File: src/rtl/dmem_arbiter_if.sv
`default_nettype none
// ============================================================================
//  Module   : dmem_arbiter_if
//  Purpose  : Two-requester request/grant/read-return bundle for dmem_arbiter
//  Revision : 1.0
// ============================================================================
interface dmem_arbiter_if #(
    parameter int ADDR_W = 12,
    parameter int DATA_W = 32
);
    logic              req0;
    logic              req1;
    logic              we0;
    logic              we1;
    logic [ADDR_W-1:0] addr0;
    logic [ADDR_W-1:0] addr1;
    logic [DATA_W-1:0] wdata0;
    logic [DATA_W-1:0] wdata1;
    logic              gnt0;
    logic              gnt1;
    logic              rvalid0;
    logic              rvalid1;
    logic [DATA_W-1:0] rdata0;
    logic [DATA_W-1:0] rdata1;

    modport master (
        output req0, req1, we0, we1, addr0, addr1, wdata0, wdata1,
        input  gnt0, gnt1, rvalid0, rvalid1, rdata0, rdata1
    );

    modport slave (
        input  req0, req1, we0, we1, addr0, addr1, wdata0, wdata1,
        output gnt0, gnt1, rvalid0, rvalid1, rdata0, rdata1
    );
endinterface
`default_nettype wire

File: src/rtl/dmem_arbiter.sv
`default_nettype none
// ============================================================================
//  Module   : dmem_arbiter
//  Purpose  : Fixed-priority sharer of a single-port data RAM, with a
//             starvation guard for port 1 and tagged one-cycle read return
//  Revision : 1.0
// ============================================================================
module dmem_arbiter #(
    parameter int ADDR_W   = 12,
    parameter int DATA_W   = 32,
    parameter int MAX_WAIT = 4
) (
    input  wire logic              clock,
    input  wire logic              reset,
    dmem_arbiter_if.slave          bus,
    output logic                   mem_wren,
    output logic [ADDR_W-1:0]      mem_addr,
    output logic [DATA_W-1:0]      mem_data,
    input  wire logic [DATA_W-1:0] mem_q
);

    localparam logic [3:0] c_MAX_WAIT = 4'(MAX_WAIT);

    typedef enum logic [1:0] {
        S_IDLE = 2'd0,
        S_RD0  = 2'd1,
        S_RD1  = 2'd2
    } rd_state_t;

    rd_state_t         r_rd_pend;
    logic              r_rvalid0;
    logic              r_rvalid1;
    logic [3:0]        r_wait_cnt;
    logic [ADDR_W-1:0] r_last_addr;

    logic w_force1;
    logic w_gnt0;
    logic w_gnt1;

    // Grants are suppressed while reset is low so no access can start then.
    assign w_force1 = bus.req1 && (r_wait_cnt == c_MAX_WAIT);
    assign w_gnt1   = reset && bus.req1 && (w_force1 || !bus.req0);
    assign w_gnt0   = reset && bus.req0 && !w_gnt1;

    assign bus.gnt0 = w_gnt0;
    assign bus.gnt1 = w_gnt1;

    always_comb begin
        mem_wren = 1'b0;
        mem_addr = r_last_addr;
        mem_data = '0;
        if (w_gnt1) begin
            mem_wren = bus.we1;
            mem_addr = bus.addr1;
            mem_data = bus.wdata1;
        end else if (w_gnt0) begin
            mem_wren = bus.we0;
            mem_addr = bus.addr0;
            mem_data = bus.wdata0;
        end
    end

    always_ff @(posedge clock) begin
        if (!reset) begin
            r_rd_pend   <= S_IDLE;
            r_rvalid0   <= 1'b0;
            r_rvalid1   <= 1'b0;
            r_wait_cnt  <= 4'd0;
            r_last_addr <= '0;
        end else begin
            if (w_gnt1 || !bus.req1) begin
                r_wait_cnt <= 4'd0;
            end else if (r_wait_cnt < c_MAX_WAIT) begin
                r_wait_cnt <= r_wait_cnt + 4'd1;
            end

            if (w_gnt0 || w_gnt1) begin
                r_last_addr <= mem_addr;
            end

            if (w_gnt0 && !bus.we0) begin
                r_rd_pend <= S_RD0;
                r_rvalid0 <= 1'b1;
                r_rvalid1 <= 1'b0;
            end else if (w_gnt1 && !bus.we1) begin
                r_rd_pend <= S_RD1;
                r_rvalid0 <= 1'b0;
                r_rvalid1 <= 1'b1;
            end else begin
                r_rd_pend <= S_IDLE;
                r_rvalid0 <= 1'b0;
                r_rvalid1 <= 1'b0;
            end
        end
    end

    assign bus.rvalid0 = r_rvalid0;
    assign bus.rvalid1 = r_rvalid1;
    assign bus.rdata0  = r_rvalid0 ? mem_q : '0;
    assign bus.rdata1  = r_rvalid1 ? mem_q : '0;

endmodule
`default_nettype wire

File: src/flat_wrapper.sv
// flat-port wrapper written by rule: the top's interface ports become plain ports
module dmem_arbiter_flat 
#(
    parameter int ADDR_W   = 12,
    parameter int DATA_W   = 32,
    parameter int MAX_WAIT = 4
)
  (clock, reset, mem_wren, mem_addr, mem_data, mem_q, bus_req0, bus_req1, bus_we0, bus_we1, bus_addr0, bus_addr1, bus_wdata0, bus_wdata1, bus_gnt0, bus_gnt1, bus_rvalid0, bus_rvalid1, bus_rdata0, bus_rdata1);
  dmem_arbiter_if #(.ADDR_W(ADDR_W), .DATA_W(DATA_W)) bus_i ();
  input  wire logic clock;
  input  wire logic reset;
  output logic mem_wren;
  output logic [ADDR_W-1:0] mem_addr;
  output logic [DATA_W-1:0] mem_data;
  input  wire logic [DATA_W-1:0] mem_q;
  input wire logic [$bits(bus_i.req0)-1:0] bus_req0;
  input wire logic [$bits(bus_i.req1)-1:0] bus_req1;
  input wire logic [$bits(bus_i.we0)-1:0] bus_we0;
  input wire logic [$bits(bus_i.we1)-1:0] bus_we1;
  input wire logic [$bits(bus_i.addr0)-1:0] bus_addr0;
  input wire logic [$bits(bus_i.addr1)-1:0] bus_addr1;
  input wire logic [$bits(bus_i.wdata0)-1:0] bus_wdata0;
  input wire logic [$bits(bus_i.wdata1)-1:0] bus_wdata1;
  output wire logic [$bits(bus_i.gnt0)-1:0] bus_gnt0;
  output wire logic [$bits(bus_i.gnt1)-1:0] bus_gnt1;
  output wire logic [$bits(bus_i.rvalid0)-1:0] bus_rvalid0;
  output wire logic [$bits(bus_i.rvalid1)-1:0] bus_rvalid1;
  output wire logic [$bits(bus_i.rdata0)-1:0] bus_rdata0;
  output wire logic [$bits(bus_i.rdata1)-1:0] bus_rdata1;
  assign bus_i.req0 = bus_req0;
  assign bus_i.req1 = bus_req1;
  assign bus_i.we0 = bus_we0;
  assign bus_i.we1 = bus_we1;
  assign bus_i.addr0 = bus_addr0;
  assign bus_i.addr1 = bus_addr1;
  assign bus_i.wdata0 = bus_wdata0;
  assign bus_i.wdata1 = bus_wdata1;
  assign bus_gnt0 = bus_i.gnt0;
  assign bus_gnt1 = bus_i.gnt1;
  assign bus_rvalid0 = bus_i.rvalid0;
  assign bus_rvalid1 = bus_i.rvalid1;
  assign bus_rdata0 = bus_i.rdata0;
  assign bus_rdata1 = bus_i.rdata1;
  dmem_arbiter #(.ADDR_W(ADDR_W), .DATA_W(DATA_W), .MAX_WAIT(MAX_WAIT)) u_core (.clock(clock), .reset(reset), .bus(bus_i), .mem_wren(mem_wren), .mem_addr(mem_addr), .mem_data(mem_data), .mem_q(mem_q));
endmodule
File: config.mk
export PLATFORM = sky130hd
export DESIGN_NAME = dmem_arbiter_flat
export DESIGN_NICKNAME = d
export VERILOG_FILES = /design/src/rtl/dmem_arbiter_if.sv /design/src/rtl/dmem_arbiter.sv /design/src/flat_wrapper.sv
export SDC_FILE = /design/constraint.sdc
export NUM_CORES = 1
export LEC_CHECK = 0
export BUFFER_PORTS_ARGS = -buffer_cell sky130_fd_sc_hd__clkbuf_2
export CAP_MARGIN = 40
export CORE_AREA = 3 3 93 95
export DETAILED_ROUTE_END_ITERATION = 10
export DIE_AREA = 0 0 96 98
export SYNTH_ARGS = -nofsm -noshare
export SYNTH_HDL_FRONTEND = slang
export SYNTH_SLANG_ARGS = --single-unit
File: constraint.sdc
create_clock -name clock -period 5 [get_ports clock]
set_input_delay 0.5 -clock clock [delete_from_list [all_inputs] [get_ports clock]]
set_output_delay 0.5 -clock clock [all_outputs]
set_load 0.01 [all_outputs]
# Word-level counts from Yosys, hierarchy flattened
# Index checks and enable logic that the tools add are counted.
[totals]
ff_bits = 18
in_bits = 126
output_inout_bits = 113
elab_cells = 35
[op_classes]
addsub = 1
order_cmp = 1
n_eq_ne = 1
mux = 10
bitwise_logic = 1
n_reduce_logical = 17
[op_table]
columns = ["op", "n"]
rows = [
  ["$mux 32", 4],
  ["$mux 12", 2],
  ["$logic_and 1x1->1", 7],
  ["$logic_not 1->1", 5],
  ["$add 4x1->4 const B", 1],
  ["$eq 4x3->1 const B", 1],
  ["$lt 4x3->1 const B", 1],
  ["$mux 1", 4],
  ["$reduce_or 2->1", 2],
  ["$logic_or 1x1->1", 3],
  ["$not 1->1", 1],
]

# Depth between registers and ports, before layout
# Gate-level depths: netlist of the first run.
[logic_depth]
ltp_word = 8
depth_mapped = 8
mapped_depth_nobuf = 5

# Worst setup path after synthesis of the first run
# No wires, ideal clock.
[synth_timing]
path_kind = "input to output"
startpoint = "in reset"
endpoint = "out mem_data[23]"
arrival_ns = 1.493
required_time_ns = 4.500
path_slack_ns = 3.007
cell_stages = 6
n_path_buf = 3
cell_sequence = "buf_2 > and2_1 > and2_1 > buf_6 > buf_6 > a22o_1"
[synth_via]
elab_chain_cells = 6
elab_cells_between_ends = 7
cone_classes = "mux: 2; reduce/logical: 5"
[synth_rtl]
columns = ["item", "line_no", "source"]
rows = [
  ["from (decl)", "flat_wrapper.sv:11", "input wire logic reset;"],
  ["$logic_and 1x1->1 (2 in series)", "dmem_arbiter.sv:42", "assign w_gnt1 = reset && bus.req1 && (w_force1 || !bus.req0);"],
  ["$logic_not 1->1", "dmem_arbiter.sv:43", "assign w_gnt0 = reset && bus.req0 && !w_gnt1;"],
  ["$logic_and 1x1->1 *", "dmem_arbiter.sv:43", ""],
  ["net bus_gnt0", "flat_wrapper.sv:24", "output wire logic [$bits(bus_i.gnt0)-1:0] bus_gnt0;"],
  ["$mux 32 *", "dmem_arbiter.sv:56", "end else if (w_gnt0) begin"],
  ["$mux 32 *", "dmem_arbiter.sv:52", "if (w_gnt1) begin"],
  ["to (decl)", "flat_wrapper.sv:14", "output logic [DATA_W-1:0] mem_data;"],
]
# Mark *: on every way through the listed nets, which the timed path passes. The rest lies on a longest branch.

# Worst setup path after layout of the first run
[layout_timing]
startpoint = "reg u_core.r_wait_cnt[0]"
endpoint = "out mem_data[5]"
[layout_via]
elab_chain_cells = 8
[layout_rtl]
columns = ["item", "line_no", "source"]
rows = [
  ["from (decl)", "dmem_arbiter.sv:33", "logic [3:0] r_wait_cnt;"],
  ["from (signal assigned)", "dmem_arbiter.sv:74", "r_wait_cnt <= r_wait_cnt + 4'd1;"],
  ["$eq 4x3->1 *", "dmem_arbiter.sv:41", "assign w_force1 = bus.req1 && (r_wait_cnt == c_MAX_WAIT);"],
  ["$logic_and 1x1->1 *", "dmem_arbiter.sv:41", ""],
  ["$logic_or 1x1->1 *", "dmem_arbiter.sv:42", ""],
  ["$logic_and 1x1->1 *", "dmem_arbiter.sv:42", ""],
  ["$logic_not 1->1", "dmem_arbiter.sv:43", ""],
  ["$logic_and 1x1->1", "dmem_arbiter.sv:43", ""],
  ["$mux 32", "dmem_arbiter.sv:56", ""],
  ["$mux 32 *", "dmem_arbiter.sv:52", ""],
]
# Mark *: on every way between the ends. The rest lies on a longest branch, timed or not.

==> metrics, run 1 <==
status=complete, no violations; post-synthesis mux area share=0.005743; FF-to-FF path depth=6; post-synthesis adder-cell area fraction=0.01436; Hold WC Path Type=in2reg; #FFs+latches synth=18; Die Y-Extent=between 90 and 100 um; Post-layout nets=between 500 and 600; Sw Ratio=0.3185; Yosys top cell by area=and2_1; Post-route DRC=0; vias in the first global route=2333; commonest non-fill, non-tap cell in the layout=clkbuf_2; Worst Path Arrival=2.45 ns; Setup CP Type=reg2out; CP Capture Point=mem_data[5]; total internal power=0.3083 mW; syn nets=353; CTS buffer count=3; clock slew at reported path FFs=approximately 0.070 ns; Req. time, crit path=4.50 ns; Placed Area=a little under 3000 um2; post-cts resize count=0; Syn Inst Count=225; number of max-cap violations=0; final worst setup slack=a little over 2 ns; post-synth top area share=0.2369; worst rel slew slack=0.4547; Compound-Gate Fraction of Synth Area=0.3668; Hold-fix buffers, CTS=0; P_sw=0.1441 mW; clk_lat worst skew=0.25 ns; final count of pins violating max slew=0; reg2reg end=u_core.bus.rvalid0; commonest non-fill, non-tap cells in the layout=238 x clkbuf_2, 66 x and2_1, 33 x a22o_1; HPWL after DPL=7394 um; Hold Worst Slack=roughly 0.44 ns; DR pass1 iterations=4; combinational share of power=0.394; CP startpoint kind=flop; dpl ws=approximately 2.1 ns; Clock Path Buffers=2; CP startpoint=u_core.r_wait_cnt[0]; Finished Cell Area=3013 um2; fin cells=548; Yosys cell types=23; CTS Root Cell=clkbuf_8; antenna violations before repair=8; Final Hold Viols=0; Starting Density=0.2232; GRT overflow=0; Row Count=32; synth warn=0; crit path capture type=primary output; register area share after synthesis=0.2067; Clk pwr share=0.263; fmax=approximately 0.34 GHz; GRT Util Overall=0.1666; DRT iter0 DRCs=79; IO Port Bufs=238; Via-to-Cell Ratio=4.730; die area=9408 um2; final setup TNS=0 ns; pin count of the biggest net entering global routing=34; CTS tree=yes; RePlAce Congestion=a little over 0.9; final setup vio count=0; post-synthesis xor/xnor area fraction=0.005025; Via Count=2592; placed insts=543; Critical R2R Launch=u_core.r_wait_cnt[0]; Area contributors post-synth=and2_1 24%, dfxtp_1 21%, a22o_1 17%, a32oi_1 6.0%, o2111ai_1 6.0%; average wire per standard cell=approximately 16 um; Peak supply drop=roughly 0.13 mV; post-route ant nets=0; clk sinks=18; Final Skew=0.002185 ns; I/O Pins=approximately 240; mapped cell area=1743 um2; hold_sp=bus_we0; share of post-route cells with drive strength above 1=0.5528; CTS H-Tree Depth=1; Worst R2R Setup Slack=2.97 ns; Die Width=96 um; final worst-path cycle share=0.5891; Setup Buffers After CTS=0; unrepaired setup endpoints after global routing=no; power per cell area=150.2 nW/um2; largest family of logic cells by synthesized area=compound AO/OA/AOI/OAI gates; Worst-Margin Slew=0.8168 ns; worst-path fanout max=20; min Tclk post-route=2.946 ns; Core Region=~7800 um2; sequential power share=0.343; first-pass GRT wire length=about 13000 um; leakage=1.733 nW; Syn Area/Cell=just under 8 um2; final WL=8598 um; Area Overhead vs Synth=72.86%; Post-Synth Simple-Gate Area=0.3029
## cell usage after synthesis (all sizes together)
cell type,instances
a32oi,12
o2111ai,12
buf,10
mux2i,1
or2,1
nand4b,1
nor3,4
a22o,33
clkbuf,15
dfxtp,18
nor2,1
and2,66
inv,4
ha,2
nor2b,2
a21oi,13
and3b,1
o21ba,1
xnor2,1
nand2b,1
o21ai,13
nand2,13
## per-layer routing
layer / track usage / routed length, um
met3: 0.09707 / 1323
met1: 0.2059 / 3362
met2: 0.2576 / 3762
met4: 0.01860 / 59
met5: 0 / 90
## power groups by stage
stage               sequential, mW  combinational (mW)  clock (mW)
global route                 0.156               0.195       0.127
detailed placement           0.158               0.178           0
floorplan                    0.155              0.0856           0
CTS                          0.155               0.179       0.122
finish                       0.155               0.178       0.119
global placement             0.158               0.174           0
## cells by family (layout without fill, tap and decap cells)
logic type,count (synthesis),after routing
adders and majority gates,2,2
buffers and inverters,29,249
other,0,1
xor gates and xnor gates,1,1
muxes,1,1
DFF,18,18
and+or+nand+nor,90,90
AOI/OAI and AO/OA,84,84
## metrics by stage
stage | power (mW) | utilization
2_1_floorplan | 0.2407 | -
3_3_place_gp | 0.3325 | 0.3731
3_5_place_dp | 0.3364 | 0.3785
4_1_cts | 0.4558 | 0.3856
5_1_grt | 0.4791 | 0.3859
6_report | 0.4524 | 0.3859
## registers in the layout (all words and copies together), names as in the netlist
name / cells
u_core.r_wait_cnt: 4
u_core.bus.rvalid0: 1
u_core.r_last_addr: 12
u_core.bus.rvalid1: 1
## how the worst min path moves through the flow
stage | endpoint | slack [ns] | cells after the start
floorplan | u_core.r_wait_cnt[3] | 0.45 | 2
global placement | u_core.r_wait_cnt[3] | 0.48 | 2
detailed placement | u_core.r_wait_cnt[3] | 0.49 | 2
CTS | u_core.bus.rvalid1 | 0.43 | 2
global route | u_core.bus.rvalid0 | 0.43 | 2
finish | u_core.bus.rvalid0 | 0.44 | 2
## area by class of cell
class | instances | area (um2)
Multi-Input combinational cell | 178 | 1211
Inverter | 4 | 15.01
Tap cell | 102 | 127.6
Timing Repair Buffer | 241 | 1241
Clock buffer | 4 | 55.05
Antenna cell | 1 | 2.502
Fill cell | 844 | 4795
Sequential cell | 18 | 360.3
## worst max-delay path, stage by stage (launching register included)
cell      delay, ns
dfxtp_1        0.34
inv_1          0.06
ha_1           0.16
and3b_1        0.48
o21ba_1        0.61
buf_8          0.25
a22o_1         0.15
clkbuf_2       0.13
(Power assumes the default switching activity.)
==> run 2, diff against run 1 <==
--- a/config.mk
+++ b/config.mk
@@ -7,9 +7,9 @@
 export LEC_CHECK = 0
 export BUFFER_PORTS_ARGS = -buffer_cell sky130_fd_sc_hd__clkbuf_2
 export CAP_MARGIN = 40
-export CORE_AREA = 3 3 93 95
+export CORE_AREA = 3 3 91 93
 export DETAILED_ROUTE_END_ITERATION = 10
-export DIE_AREA = 0 0 96 98
+export DIE_AREA = 0 0 94 96
 export SYNTH_ARGS = -nofsm -noshare
 export SYNTH_HDL_FRONTEND = slang
 export SYNTH_SLANG_ARGS = --single-unit
==> constraint.sdc (replaced) <==
create_clock -name clock -period 2.9 [get_ports clock]
set_input_delay 0.29 -clock clock [delete_from_list [all_inputs] [get_ports clock]]
set_output_delay 0.29 -clock clock [all_outputs]
set_load 0.01 [all_outputs]
==> metrics, run 2 (synthesized netlist as in run 1, its figures left out) <==
power per cell area=262.0 nW/um2 (was 150.2 nW/um2); I/O Pins=239 (unchanged); antenna violations before repair=9 (was 8); final worst-path cycle share=0.8442; die area=9024 um2 (was 9408 um2); HPWL after DPL=7381 um (was 7394 um); GRT overflow=0 (unchanged); Final Skew=0.001278 ns (was 0.002185 ns); Via Count=2569 (was 2592); pin count of the biggest net entering global routing=36 (was 34); Hold-fix buffers, CTS=0 (unchanged); CTS buffer count=3 (unchanged); post-cts resize count=0 (unchanged); Die Width=94 um (was 96 um); Hold WC Path Type=in2reg (unchanged); final setup TNS=0 ns (unchanged); commonest non-fill, non-tap cells in the layout=238 x clkbuf_2, 66 x and2_1, 33 x a22o_1 (unchanged); dpl ws=0.7815 ns (was 2.088 ns); leakage=1.733 nW (about the same); Setup CP Type=reg2out (unchanged); CP delay by family, top=buffers and inverters (was compound AO/OA/AOI/OAI gates); CTS H-Tree Depth=1 (unchanged); Die Y-Extent=96 um (was 98 um); Starting Density=0.2291 (was 0.2232); clk sinks=18 (unchanged); final setup vio count=0 (unchanged); GRT Util Overall=0.1715 (was 0.1666); Via-to-Cell Ratio=4.662 (was 4.730); share of post-route cells with drive strength above 1=0.5548 (was 0.5528); CTS tree=yes (unchanged); Slowest Stage Delay on Critical Path=0.49 ns (was 0.61 ns); Biggest register=u_core.r_last_addr (unchanged); Buf+Inv Stages, Crit Path=3 (unchanged); final worst setup slack=0.4518 ns (was 2.054 ns); Final Hold Viols=0 (unchanged); CP Depth=7 (unchanged); Peak supply drop=0.2028 mV (was 0.1283 mV); fmax=0.4085 GHz; max reg flops=12 (unchanged); worst-path fanout max=35 (was 20); unrepaired setup endpoints after global routing=no (unchanged); crit path capture type=primary output (unchanged); Row Count=32 (unchanged); Area Overhead vs Synth=72.29% (was 72.86%); commonest non-fill, non-tap cell in the layout=clkbuf_2 (unchanged); vias in the first global route=2264 (was 2333); post-route ant nets=0 (unchanged); Post-route DRC=0 (unchanged); final count of pins violating max slew=0 (unchanged); DRT iter0 DRCs=49 (was 79); Clock Path Buffers=2 (unchanged); first-pass GRT wire length=12160 um (was 12550 um); fillers=839 (was 844); CP Cell Sequence=inv_1 -> ha_1 -> and3b_1 -> o21ba_1 -> buf_4 -> a22o_1 -> clkbuf_2 (was inv_1 -> ha_1 -> and3b_1 -> o21ba_1 -> buf_8 -> a22o_1 -> clkbuf_2); min Tclk post-route=approximately 2.4 ns; Worst-Margin Slew=0.7810 ns (was 0.8168 ns); Sequential Area=360.3 um2 (unchanged); CP startpoint kind=flop (unchanged); clock slew at reported path FFs=0.07 ns (about the same); Core Region=7607 um2 (was 7807 um2); average wire per standard cell=15.76 um (was 15.69 um); CTS Root Cell=clkbuf_8 (unchanged); Multi-input gate area=1211 um2 (unchanged); number of max-cap violations=0 (unchanged); Post-layout nets=576 (was 574); RePlAce Congestion=0.7884 (was 0.9276); status=complete, no violations (unchanged); DR pass1 iterations=4 (unchanged); final WL=8685 um (was 8598 um); Worst Path Arrival=2.16 ns (was 2.45 ns); Setup Buffers After CTS=0 (unchanged); clk_lat worst skew=0.26 ns (was 0.25 ns); FF-to-FF path depth=6 (unchanged); worst rel slew slack=0.4786 (was 0.4547); biggest regs=u_core.r_last_addr (12), u_core.r_wait_cnt (4) (unchanged); Req. time, crit path=2.61 ns (was 4.50 ns); slowest CP cell=and3b_1 (was o21ba_1); IO Port Bufs=238 (unchanged); WHS Path Cells=2 (unchanged)
==> run 2: cell types whose count changed in the layout (fill, tap and decap cells not counted), sizes merged <==
cell and delta:
buf +2, diode +1
==> run 2: area by class of cell <==
class,count,area share
flip-flops and latches,18,0.1200
repair buffers,243,0.4092
diodes,2,0.001667
inverters,4,0.005000
clock buffers,4,0.01833
multi-input cells,178,0.4033
well taps,102,0.04250
==> run 2: final timing paths <==
| check | from | endpoint | slack [ns] |
|---|---|---|---|
| max reg2reg | u_core.r_wait_cnt[0] | u_core.bus.rvalid1 | 1.12 |
| min reg2reg | u_core.r_wait_cnt[3] | u_core.r_wait_cnt[3] | 0.51 |
| min | bus_we0 | u_core.bus.rvalid0 | 0.22 |
| max | u_core.r_wait_cnt[0] | mem_data[18] | 0.45 |
==> run 2: stage by stage <==
stage | hold WS, ns | std cells | power (mW) | instance area (um2) | utilization
after floorplan | 0.3616 | 225 | 0.4151 | 1743 | -
after global placement | 0.4819 | 545 | 0.5759 | 2943 | 0.3868
after detailed placement | 0.4915 | 545 | 0.5780 | 2943 | 0.3868
after CTS | 0.2135 | 549 | 0.7900 | 2998 | 0.3941
after global routing | 0.2223 | 551 | 0.8354 | 3003 | 0.3947
final | 0.2214 | 551 | 0.7866 | 3003 | 0.3947
==> run 2: per-layer routing <==
metal / vias to the layer above / GRT usage / share of wire
li1: 1269 / - / -
met1: 1124 / 0.2281 / 0.42
met2: 143 / 0.2525 / 0.43
met3: 19 / 0.08757 / 0.13
met4: 14 / 0.02527 / 0.0070
met5: - / 0 / 0.012
==> run 2: power breakdown <==
group | internal, mW | switching, mW
logic | 0.151 | 0.154
registers | 0.257 | 0.0105
clock network | 0.121 | 0.0933
total | 0.529 | 0.257
==> run 3, diff against run 2 <==
==> constraint.sdc (replaced) <==
create_clock -name clock -period 2.4 [get_ports clock]
set_input_delay 0.24 -clock clock [delete_from_list [all_inputs] [get_ports clock]]
set_output_delay 0.24 -clock clock [all_outputs]
set_load 0.01 [all_outputs]
==> metrics, run 3 (synthesized netlist as in run 1, its figures left out) <==
status=complete, no violations (unchanged); worst-path fanout max=35 (unchanged); clock slew at reported path FFs=0.07 ns (about the same); FF-to-FF path depth=6 (unchanged); Buf+Inv Stages, Crit Path=3 (unchanged); Worst-Margin Slew=0.7690 ns (was 0.7810 ns); Die Y-Extent=96 um (unchanged); Hold WC Path Type=in2reg (unchanged); power per cell area=301.3 nW/um2 (was 262.0 nW/um2); reg2reg end=u_core.bus.rvalid1 (unchanged); CP delay by family, top=compound AO/OA/AOI/OAI gates (was buffers and inverters); first-pass GRT wire length=12270 um (was 12160 um); IO Port Bufs=238 (unchanged); final count of pins violating max slew=0 (unchanged); die area=9024 um2 (unchanged); min Tclk post-route=2.191 ns; clk sinks=18 (unchanged); Setup Buffers After CTS=0 (unchanged); GRT overflow=0 (unchanged); pin count of the biggest net entering global routing=36 (unchanged); final setup TNS=0 ns (unchanged); max reg flops=12 (unchanged); CTS Root Cell=clkbuf_8 (unchanged); hold_sp=bus_we1 (was bus_we0); Post-layout nets=578 (was 576); DRT iter0 DRCs=56 (was 49); Post-route DRC=0 (unchanged); slowest CP cell=dfxtp_1 (was and3b_1); vias in the first global route=2304 (was 2264); Area Overhead vs Synth=73.30% (was 72.29%); I/O Pins=239 (unchanged); clk_lat worst skew=0.25 ns (was 0.26 ns); Core Region=7607 um2 (unchanged); number of max-cap violations=0 (unchanged); Peak supply drop=0.2423 mV (was 0.2028 mV); Worst Path Arrival=1.95 ns (was 2.16 ns); post-route ant nets=0 (unchanged); Clock Path Buffers=2 (unchanged); CTS H-Tree Depth=1 (unchanged); CTS tree=yes (unchanged); crit path capture type=primary output (unchanged); Via Count=2591 (was 2569); worst rel slew slack=0.4866 (was 0.4786); CP startpoint kind=flop (unchanged); leakage=1.738 nW (was 1.733 nW); unrepaired setup endpoints after global routing=no (unchanged); fmax=0.4564 GHz; CP Cell Sequence=inv_1 -> ha_1 -> and3b_2 -> o21ba_1 -> buf_12 -> a22o_1 -> clkbuf_2 (was inv_1 -> ha_1 -> and3b_1 -> o21ba_1 -> buf_4 -> a22o_1 -> clkbuf_2); Hold Path End=u_core.bus.rvalid1 (was u_core.bus.rvalid0); biggest regs=u_core.r_last_addr (12), u_core.r_wait_cnt (4) (unchanged); Hold Worst Slack=0.1511 ns (was 0.2214 ns); final setup vio count=0 (unchanged); Req. time, crit path=2.16 ns (was 2.61 ns); commonest non-fill, non-tap cells in the layout=238 x clkbuf_2, 66 x and2_1, 33 x a22o_1 (unchanged); final WL=8603 um (was 8685 um); WHS Path Cells=2 (unchanged); commonest non-fill, non-tap cell in the layout=clkbuf_2 (unchanged); final core occ=0.3970 (was 0.3947); CTS buffer count=3 (unchanged); Worst R2R Setup Slack=0.83 ns (was 1.12 ns); final worst-path cycle share=0.9129; Setup CP Type=reg2out (unchanged); RePlAce Congestion=0.8474 (was 0.7884); Critical R2R Launch=u_core.r_wait_cnt[0] (unchanged); share of post-route cells with drive strength above 1=0.5580 (was 0.5548); Slowest Stage Delay on Critical Path=0.37 ns (was 0.49 ns); total power=0.9099 mW (was 0.7866 mW); HPWL after DPL=7321 um (was 7381 um); Final Skew=0.001564 ns (was 0.001278 ns); average wire per standard cell=15.56 um (was 15.76 um); Biggest register=u_core.r_last_addr (unchanged); DR pass1 iterations=4 (unchanged); antenna violations before repair=9 (unchanged); Hold-fix buffers, CTS=0 (unchanged); Starting Density=0.2291 (unchanged); GRT Util Overall=0.1705 (was 0.1715); Final Hold Viols=0 (unchanged); Via-to-Cell Ratio=4.685 (was 4.662); Die Width=94 um (unchanged); Row Count=32 (unchanged)
==> run 3: metal layers <==
metal  global-route usage  share of wire  vias to the layer above
met5                    0          0.011                        -
met4              0.03249          0.012                       12
met3              0.09304           0.14                       19
met2               0.2501           0.43                      138
met1               0.2212           0.40                     1145
li1                     -              -                     1277
==> run 3: area by class of cell <==
class / instances / area [um2]
Clock buffer: 3 / 41.29
Multi-Input combinational cell: 178 / 1212
Inverter: 4 / 15.01
Fill cell: 805 / 4587
Tap cell: 102 / 127.6
Timing Repair Buffer: 245 / 1256
Antenna cell: 3 / 7.507
Sequential cell: 18 / 360.3
==> run 3: metrics by stage <==
step / std cells / cell area (um2) / worst slack, ns
floorplan: 225 / 1743 / 0.6725
global placement: 547 / 2970 / 0.4248
detailed placement: 547 / 2970 / 0.3930
CTS: 550 / 3012 / 0.1019
global route: 553 / 3020 / 0.1242
finish: 553 / 3020 / 0.2091
==> run 3: power breakdown <==
group | leakage, nW | internal [mW] | switching (mW)
combinational | 1.57 | 0.187 | 0.185
clock | 0.0216 | 0.112 | 0.104
sequential | 0.147 | 0.311 | 0.0125
==> run 3: worst max-delay path by stage <==
stage | startpoint | to | slack, ns | cells after the start
after floorplan | u_core.r_wait_cnt[0] | mem_data[23] | 0.67 | 8
after global placement | u_core.r_wait_cnt[0] | mem_wren | 0.42 | 7
after detailed placement | u_core.r_wait_cnt[0] | mem_wren | 0.39 | 7
after CTS | u_core.r_wait_cnt[0] | mem_wren | 0.10 | 7
after global routing | u_core.r_wait_cnt[0] | mem_wren | 0.12 | 7
final | u_core.r_wait_cnt[0] | mem_wren | 0.21 | 7
==> run 3: repair_timing <==
item	in CTS	in global routing
resized for setup	0	1
endpoints found under the hold margin	0	0
endpoints found under the setup margin	0	1
==> run 3: worst register-to-register path: stages (launching register included) <==
cell and delay [ns]:
dfxtp_1 0.37, inv_1 0.06, ha_1 0.20, and3b_2 0.30, o21ba_1 0.23, buf_12 0.17, nor2b_1 0.14
